## config.mk

```make
export PLATFORM = sky130hd
export DESIGN_NAME = router_pkt_src
export DESIGN_NICKNAME = d
export VERILOG_FILES = /design/src/rtl/router_pkt_src.sv
export SDC_FILE = /design/constraint.sdc
export NUM_CORES = 1
export LEC_CHECK = 0
export BUFFER_PORTS_ARGS = -buffer_cell sky130_fd_sc_hd__buf_2
export CORE_MARGIN = 2
export CORE_UTILIZATION = 57
export DETAILED_ROUTE_END_ITERATION = 8
export HOLD_SLACK_MARGIN = 0.05
export PLACE_DENSITY = 0.75
export SKIP_LAST_GASP = 1
export SYNTH_ARGS = -nofsm -noshare
export SYNTH_HDL_FRONTEND = slang
export SYNTH_SLANG_ARGS = --single-unit
```

## constraint.sdc

```tcl
create_clock -name clock -period 2.65 [get_ports clock]
set_input_delay 0.53 -clock clock [delete_from_list [all_inputs] [get_ports clock]]
set_output_delay 0.53 -clock clock [all_outputs]
set_load 0.02 [all_outputs]
```

## src/rtl/router_pkt_src.sv

```systemverilog
`default_nettype none
// ============================================================================
//  Module      : router_pkt_src
//  Description : Router input-port packet source. Buffers a whole payload,
//                then emits header / payload / parity under busy backpressure.
//  Revision    : 1.0  initial release
// ============================================================================
module router_pkt_src #(
  parameter int MAX_LEN    = 63,
  parameter int GAP_CYCLES = 2
) (
  input  logic       clock,
  input  logic       resetn,
  input  logic       req_valid,
  input  logic [1:0] req_addr,
  input  logic [5:0] req_len,
  output logic       req_ready,
  output logic       req_err,
  input  logic       pl_valid,
  input  logic [7:0] pl_data,
  output logic       pl_ready,
  input  logic       busy,
  output logic [7:0] data_out,
  output logic       pkt_valid,
  output logic       pkt_done
);

  typedef enum logic [2:0] {
    S_IDLE = 3'd0,
    S_LOAD = 3'd1,
    S_HDR  = 3'd2,
    S_PLD  = 3'd3,
    S_PAR  = 3'd4,
    S_GAP  = 3'd5
  } state_t;

  localparam logic [7:0] c_gap_last = 8'(GAP_CYCLES - 1);

  state_t     r_state;
  logic [1:0] r_addr;
  logic [5:0] r_len;
  logic [5:0] r_cnt;
  logic [5:0] r_idx;
  logic [7:0] r_parity;
  logic [7:0] r_gap_cnt;
  logic [7:0] r_mem [0:MAX_LEN-1];

  logic       w_req_acc;
  logic       w_req_legal;
  logic       w_pl_acc;
  logic [5:0] w_last;

  assign req_ready   = (r_state == S_IDLE);
  assign pl_ready    = (r_state == S_LOAD);
  assign w_req_acc   = req_valid & req_ready;
  assign w_pl_acc    = pl_valid & pl_ready;
  assign w_req_legal = (req_addr != 2'd3) && (req_len != 6'd0) && (int'(req_len) <= MAX_LEN);
  assign w_last      = r_len - 6'd1;

  // Payload buffer carries no reset: contents are only read after being written.
  always_ff @(posedge clock) begin
    if (w_pl_acc) begin
      r_mem[r_cnt] <= pl_data;
    end
  end

  always_ff @(posedge clock or negedge resetn) begin
    if (!resetn) begin
      r_state   <= S_IDLE;
      r_addr    <= 2'd0;
      r_len     <= 6'd0;
      r_cnt     <= 6'd0;
      r_idx     <= 6'd0;
      r_parity  <= 8'd0;
      r_gap_cnt <= 8'd0;
      data_out  <= 8'd0;
      pkt_valid <= 1'b0;
      pkt_done  <= 1'b0;
      req_err   <= 1'b0;
    end else begin
      pkt_done <= 1'b0;
      req_err  <= 1'b0;
      case (r_state)
        S_IDLE: begin
          if (w_req_acc) begin
            if (w_req_legal) begin
              r_addr   <= req_addr;
              r_len    <= req_len;
              r_parity <= {req_len, req_addr};
              r_cnt    <= 6'd0;
              r_state  <= S_LOAD;
            end else begin
              req_err <= 1'b1;
            end
          end
        end
        S_LOAD: begin
          if (w_pl_acc) begin
            r_parity <= r_parity ^ pl_data;
            r_cnt    <= r_cnt + 6'd1;
            if (r_cnt == w_last) begin
              data_out  <= {r_len, r_addr};
              pkt_valid <= 1'b1;
              r_state   <= S_HDR;
            end
          end
        end
        S_HDR: begin
          if (!busy) begin
            r_idx    <= 6'd0;
            data_out <= r_mem[0];
            r_state  <= S_PLD;
          end
        end
        S_PLD: begin
          if (!busy) begin
            if (r_idx == w_last) begin
              data_out  <= r_parity;
              pkt_valid <= 1'b0;
              r_state   <= S_PAR;
            end else begin
              r_idx    <= r_idx + 6'd1;
              data_out <= r_mem[r_idx + 6'd1];
            end
          end
        end
        S_PAR: begin
          if (!busy) begin
            data_out  <= 8'd0;
            pkt_done  <= 1'b1;
            r_gap_cnt <= 8'd0;
            r_state   <= S_GAP;
          end
        end
        S_GAP: begin
          if (r_gap_cnt == c_gap_last) begin
            r_state <= S_IDLE;
          end else begin
            r_gap_cnt <= r_gap_cnt + 8'd1;
          end
        end
        default: begin
          r_state   <= S_IDLE;
          data_out  <= 8'd0;
          pkt_valid <= 1'b0;
        end
      endcase
    end
  end

endmodule
`default_nettype wire

```

==> summary.txt, run 1 <==
Place
  – Placed Cells: about 1900
  – Placed inst area: 24500 um2
  – HPWL after detailed placement: 36000 um
  – Buffers on Ports: 33
  – Routability cong.: 0.963

Power and ir drop
  – Worst VDD drop: 589 uV
  – Power Density: 1130 nW/um2
  – Leak Pwr: 9.06 nW

GRT
  – Total congestion overflow: 0
  – GRT Util Overall: 28.1%
  – Pin count of the biggest net entering global routing: ~50
  – Initial antenna violation count: 1
  – First-pass GRT wire length: around 85000 um
  – Vias in the first global route: 13200

Yosys
  – Synth Area in XOR/XNOR: 1.46%
  – Simple-Gate Fraction of Synth Area: 6.41%
  – Seq/Total Area, Yosys: 72.4%
  – Syn_area_per_cell: 18.0 um2
  – Synth Net Count: 1281
  – Post-synthesis adder-cell area fraction: 0.277%
  – Mux contribution to synthesized area: 14.0%
  – Synthesis Warnings: 0
  – Gate Count Post-Synth: 1255
  – Largest family of logic cells by synthesized area: multiplexers
  – Ys async rst share: 9.03%
  – Synth Area in Compound Gates: around 3.5%
  – Main synth FF type: edfxtp_1
  – Number of synthesized flops with an enable pin: ~500
  – Synth cell types: 60
  – Yosys reg bits: 554
  – Post-Syn Area: 22600 um2

Worst setup path
  – Peak per-stage delay on the critical path: between 0.5 and 0.6 ns
  – CP max-delay cell: dfrtp_4
  – Max Fanout on Critical Path: 5
  – Cell breakdown of the critical path: ha_4 -> buf_8 -> buf_6 -> mux4_2 -> mux4_2 -> mux2i_1 -> a2111oi_1 -> a211o_1
  – Crit path max-delay family: multiplexers
  – Worst setup path category: flip-flop to flip-flop
  – CP endpoint kind: flip-flop
  – Crit start category: flip-flop
  – Worst EP required: 3.14 ns
  – CP arrival: between 3 and 4 ns
  – Most used cell, CP: mux4_2
  – Buf/Inv on CP: 2

Timing
  – Max_slew headroom: roughly 45%
  – Post-route clock period utilization: 104%
  – Crit path time final: 2.75 ns
  – Final setup vio count: 7
  – Slew Viols, Final: 0
  – Post-layout worst setup margin: -0.105 ns
  – F_max: 0.363 GHz
  – Worst Tran Pin Value: 0.818 ns
  – RSZ-0062 raised after global routing: yes
  – Clk_skew: ~0.016 ns
  – Hold Vio Cnt, Final: 0

Drt
  – Total vias in the final route: 13100
  – Pre-antenna DRT Iters: 7
  – Post-DRT Antenna Nets: 0
  – Routed vias/inst: 6.52
  – Drt wl/cell: 28.2 um
  – Wirelength, routed: roughly 57000 um
  – Initial DRC Count: 1846
  – # DRC: 0

CTS
  – Clock sink count: 554
  – H-tree Lvls: 2
  – TritonCTS clock tree: built
  – CTS max path bufs: 3
  – TritonCTS buffer count: 54
  – Clk slew on worst S/H paths: around 0.06 ns
  – Worst-Skew Late Latency: roughly 0.6 ns
  – Root Buffer: clkbuf_16

Layout
  – Fraction of layout cells with a size suffix above 1: 30.1%
  – Finished Layout Cells: 2006
  – Nets: 1471
  – Post-route cell area: 26600 um2
  – Number of antenna repair diodes: 0
  – Layout area overhead: 17.5%
  – Most common cell after layout, fill and taps aside: edfxtp_1
  – Most frequent cells in the layout: edfxtp_1 (504), mux4_2 (132), buf_4 (130)

Outcome
  – Outcome: complete, but fails checks
  – Violated checks: negative setup slack

Die
  – Io pins: 34
  – Initial core utilization: 58.1%
  – Rows: 72
  – Die Wd: 203 um
  – Die height: 203 um
  – Die area: 41300 um2
  – Core box area: 38900 um2

Hold path
  – Hold Path Class: input pin to flip-flop

Job
  – Max cap viols: 0
## worst register-to-register path, cell delays in order (launching register included)
cell	delay, ns
dfrtp_4	0.52
ha_4	0.33
buf_8	0.14
buf_6	0.10
mux4_2	0.51
mux4_2	0.51
mux2i_1	0.18
a2111oi_1	0.11
a211o_1	0.24
## layer usage
metal	track usage [%]	routed length, um	up-vias
met2	44.8	27200	796
li1	-	-	5384
met5	0	13	-
met1	39.5	22300	6750
met3	5.72	5230	148
met4	8.99	1840	2
## state kept, by name, summed over array words and instances (netlist names), 2 cells and up
register and cells:
r_state 3, r_len 6, r_addr 2, r_idx 6, data_out 8, r_mem 504
r_gap_cnt 8, r_parity 8, r_cnt 6
## power breakdown
| group | switching, mW | total (mW) | internal (mW) |
|---|---|---|---|
| registers | 0.489 | 10.4 | 9.94 |
| logic | 6.27 | 11.8 | 5.56 |
| clock network | 3.21 | 7.68 | 4.47 |
## cell families after synthesis
kind of cell,count (synthesis)
muxes,151
and+or+nand+nor,316
adders and majority gates,5
AOI/OAI and AO/OA,121
DFF,554
xor gates and xnor gates,30
buffers and inverters,78
## repair_timing
item,4_1_cts,5_1_grt
gates cloned,1,1
endpoints found under the setup margin,7,225
hold buffers,1,0
hold endpoints to repair,50,0
setup buffers,10,1
resized for setup,37,13
pin swaps,13,4
## cell type report
class                           count  area, um2
Sequential cell                   554      16400
Multi-Input combinational cell    623       6000
Clock inverter                     35        363
Timing Repair Buffer              197       1730
Fill cell                        2441      12300
Clock buffer                       64       1410
Tap cell                          518        648
Inverter                           15       56.3
## per-stage QoR
stage / setup TNS [ns] / hold WS [ns] / setup slack [ns] / total power [mW] / util, %
global placement: -0.907 / 0.461 / -0.329 / 21.0 / 62.8
detailed placement: -1.28 / 0.477 / -0.404 / 21.2 / 62.8
floorplan: 0 / 0.234 / 0.00192 / 17.4 / -
CTS: -0.294 / 0.141 / -0.0583 / 29.6 / 68.1
finish: -0.498 / 0.168 / -0.105 / 29.9 / 68.3
global route: -0.857 / 0.167 / -0.186 / 31.0 / 68.3
## worst paths after layout
path / start / to / slack, ns / depth (start not counted)
worst max-delay path: r_idx[0] / data_out[7] / -0.10 / 8
worst min-delay path: req_len[4] / r_len[4] / 0.17 / 3
worst max register to register: r_idx[0] / data_out[7] / -0.10 / 8
worst min register to register: r_addr[1] / r_addr[1] / 0.51 / 2
max in group asynchronous: resetn / r_idx[0] / 1.92 / 3
min in group asynchronous: resetn / r_parity[4] / 0.45 / 3
## Yosys cell counts, types with 3 or more instances
library cell	number	area, um2
clkbuf_1	21	78.8
nand3_1	33	165
nor3_2	4	40.0
o31ai_1	3	22.5
a22o_1	3	26.3
nor4_1	3	18.8
edfxtp_1	504	15100
inv_1	15	56.3
and3_1	3	18.8
dfrtp_1	50	1250
buf_1	6	22.5
nand2b_1	15	93.8
xor2_1	8	70.1
o21ai_0	26	130
nand4_1	16	100
ha_1	5	62.6
nor2_1	120	450
buf_4	12	90.1
o211ai_1	3	22.5
mux2i_1	19	190
a32oi_1	4	35.0
xnor3_1	3	67.6
mux4_2	132	2970
a2111oi_0	4	35.0
or3_1	8	50.1
nor2b_1	3	18.8
a21oi_1	27	135
a211o_1	8	70.1
nand2_1	94	353
xnor2_1	17	149
buf_2	15	75.1
a31oi_1	12	75.1
a211oi_1	7	52.6
buf_6	7	78.8
nor3_1	4	20.0
a22oi_1	9	67.6
(Power assumes the default switching activity.)
==> run 2: changes to the inputs <==
- CORE_MARGIN: 2 -> not set
- RECOVER_POWER: not set -> 25
==> run 2 against run 1 <==
The run ends with max-capacitance violations, max-slew violations, negative setup slack left. Maximum frequency fell by 1.5%. Cell count rose by 1.1%. Flip-flop and latch count did not move. Global-route usage rose by 0.49 points. Routed wire length barely moved. Combinational power rose by 4%. Die area fell by 2.0%. Critical path type unchanged. First-iteration DRC count fell by 3.3%. Sequential power barely moved. Non-clock buffer count rose by 17.
==> summary.txt, run 2 (synthesized netlist as in run 1, its figures left out) <==
GRT
  – Total congestion overflow: 0 (unchanged)
  – GRT Util Overall: 28.6% (+0.49 points)
  – Met2 usage: 45.4% (+0.60 points)
  – Met3 usage: 5.31% (-0.41 points)
  – First-pass GRT wire length: 84500 um (about the same)
  – Gr busiest metal: met2
  – Vias in the first global route: 13200 (+0.14%)
  – Initial antenna violation count: 1 (unchanged)
  – GRT met1 Usage: 39.8% (+0.26 points)
  – Pin count of the biggest net entering global routing: 50 (-2.0%)

CTS
  – Root Buffer: clkbuf_16
  – Clk slew on worst S/H paths: 0.06 ns (about the same)
  – TritonCTS buffer count: 55 (+1.9%)
  – Clock sink count: 554 (unchanged)
  – H-tree Lvls: 2 (unchanged)
  – TritonCTS clock tree: built
  – CTS max path bufs: 3 (unchanged)
  – Worst-Skew Late Latency: 0.60 ns (about the same)

Job
  – Max cap viols: 5 (+5)

Power and ir drop
  – Power Density: 1140 nW/um2 (+1.4%)
  – Worst VDD drop: 588 uV (-0.33%)
  – Leak Pwr: 9.15 nW (+0.98%)
  – Power, Total: 30.5 mW (+2.0%)

Place
  – Routability cong.: 0.991 (+2.9%)
  – HPWL after detailed placement: 35900 um (-0.50%)
  – Buffers on Ports: 33 (unchanged)

Worst setup path
  – Max Fanout on Critical Path: 6 (+1)
  – Worst EP required: 3.11 ns (-0.03 ns)
  – CP endpoint kind: flip-flop
  – Reg2Reg Setup Slack: -0.15 ns (-0.04 ns)
  – CP arrival: 3.26 ns (+0.02 ns)
  – Reg2reg start: r_idx[0]
  – Crit start category: flip-flop
  – R2R Path End: data_out[1]
  – Worst setup path category: flip-flop to flip-flop
  – Worst reg2reg path depth: 7 (-1)

Layout
  – Top reg by flops: r_mem
  – Post-layout util: 68.8% (+0.44 points)
  – Layout area overhead: 18.3%
  – Fraction of layout cells with a size suffix above 1: 29.9% (-0.24 points)
  – Largest register FFs: 504 (unchanged)
  – Most common cell after layout, fill and taps aside: edfxtp_1
  – Nets: 1489 (+1.2%)
  – Most frequent cells in the layout: edfxtp_1 (504), buf_4 (153), mux4_2 (132)
  – Fillers: 2395 (-1.9%)

Hold path
  – Hold Path End: r_addr[0]
  – Hold Path Class: input pin to flip-flop
  – Hold path start: req_addr[0]
  – WHS Path Cells: 3 (unchanged)

Drt
  – Wirelength, routed: 56600 um (about the same)
  – Routed vias/inst: 6.54 (+0.24%)
  – Post-DRT Antenna Nets: 0 (unchanged)
  – Pre-antenna DRT Iters: 7 (unchanged)
  – Initial DRC Count: 1786 (-3.3%)
  – Total vias in the final route: 13300 (+1.4%)
  – # DRC: 0 (unchanged)
  – Drt wl/cell: 27.9 um (-1.2%)

Die
  – Core box area: 38900 um2 (unchanged)
  – Die height: 201 um (-0.98%)
  – Io pins: 34 (unchanged)
  – Die Wd: 201 um (-0.98%)
  – Die area: 40500 um2 (-2.0%)
  – Initial core utilization: 58.1% (unchanged)
  – Rows: 72 (unchanged)

Timing
  – RSZ-0062 raised after global routing: yes
  – Setup TNS: -0.554 ns (-0.0560 ns)
  – WHS: 0.191 ns (+0.0232 ns)
  – Worst Tran Pin Value: 2.07 ns (+1.25 ns)
  – Crit path time final: 2.80 ns (+0.0416 ns)
  – Hold Vio Cnt, Final: 0 (unchanged)
  – F_max: 0.358 GHz (-1.5%)
  – Max_slew headroom: -37.8% (-83 points)
  – Final setup vio count: 8 (+1)
  – Post-route clock period utilization: 106% (+1.6 points)
  – Slew Viols, Final: 158 (+158)
  – Post-layout worst setup margin: -0.147 ns (-0.0416 ns)
  – Clk_skew: 0.0257 ns (+0.00979 ns)

Outcome
  – Violated checks: max-capacitance violations, max-slew violations, negative setup slack
  – Outcome: complete, but fails checks
-- run 2: per-stage QoR --
step / area, um2 / cells / setup slack (ns)
floorplan: 22600 / 1255 / 0.00192
global placement: 24500 / 1902 / -0.182
detailed placement: 24500 / 1902 / -0.255
CTS: 26700 / 2022 / -0.110
global route: 26800 / 2028 / -0.175
finish: 26800 / 2029 / -0.147
-- run 2: area by class of cell --
type	instances	area (um2)	share of cell area, %
multi-input combinational	623	6030	22.5
inverter	15	56.3	0.210
antenna	1	2.50	0.00935
timing repair buffer	214	1810	6.77
clock inverter	37	357	1.33
clock buffer	67	1470	5.50
sequential	554	16400	61.2
tap	518	648	2.42
-- run 2: worst max-delay path by stage --
| stage | start | end | slack, ns | cells after the start |
|---|---|---|---|---|
| floorplan | r_idx[1] | data_out[1] | 0.002 | 8 |
| detailed placement | r_idx[0] | data_out[1] | -0.26 | 7 |
| global route | r_idx[0] | data_out[1] | -0.18 | 7 |
| finish | r_idx[0] | data_out[1] | -0.15 | 7 |
| global placement | r_idx[0] | data_out[1] | -0.18 | 7 |
| CTS | r_idx[0] | data_out[1] | -0.11 | 7 |
-- run 2: power by group --
| group | internal, mW | switching, mW | total, mW | leakage, nW |
|---|---|---|---|---|
| clock | 4.62 | 3.19 | 7.81 | 0.891 |
| combinational | 5.83 | 6.51 | 12.3 | 3.10 |
| sequential | 9.95 | 0.449 | 10.4 | 5.16 |
-- run 2: repair_timing --
item | CTS | global route
hold endpoints to repair | 24 | 0
setup buffers | 13 | 4
gates cloned | 2 | 2
resized for setup | 24 | 12
pin swaps | 6 | 10
endpoints found under the setup margin | 7 | 22
hold buffers | 1 | 0
-- run 2: metal layers --
metal | share of wire (%) | vias up
met5 | 0 | -
met3 | 10 | 175
met4 | 4.1 | 0
li1 | - | 5426
met2 | 48 | 944
met1 | 38 | 6717
-- run 2: critical path, stage by stage, from the launching register on --
cell	delay [ns]
dfrtp_4	0.51
ha_4	0.36
buf_12	0.15
mux4_2	0.48
mux4_2	0.55
mux2i_4	0.26
a2111oi_4	0.11
a211o_1	0.25
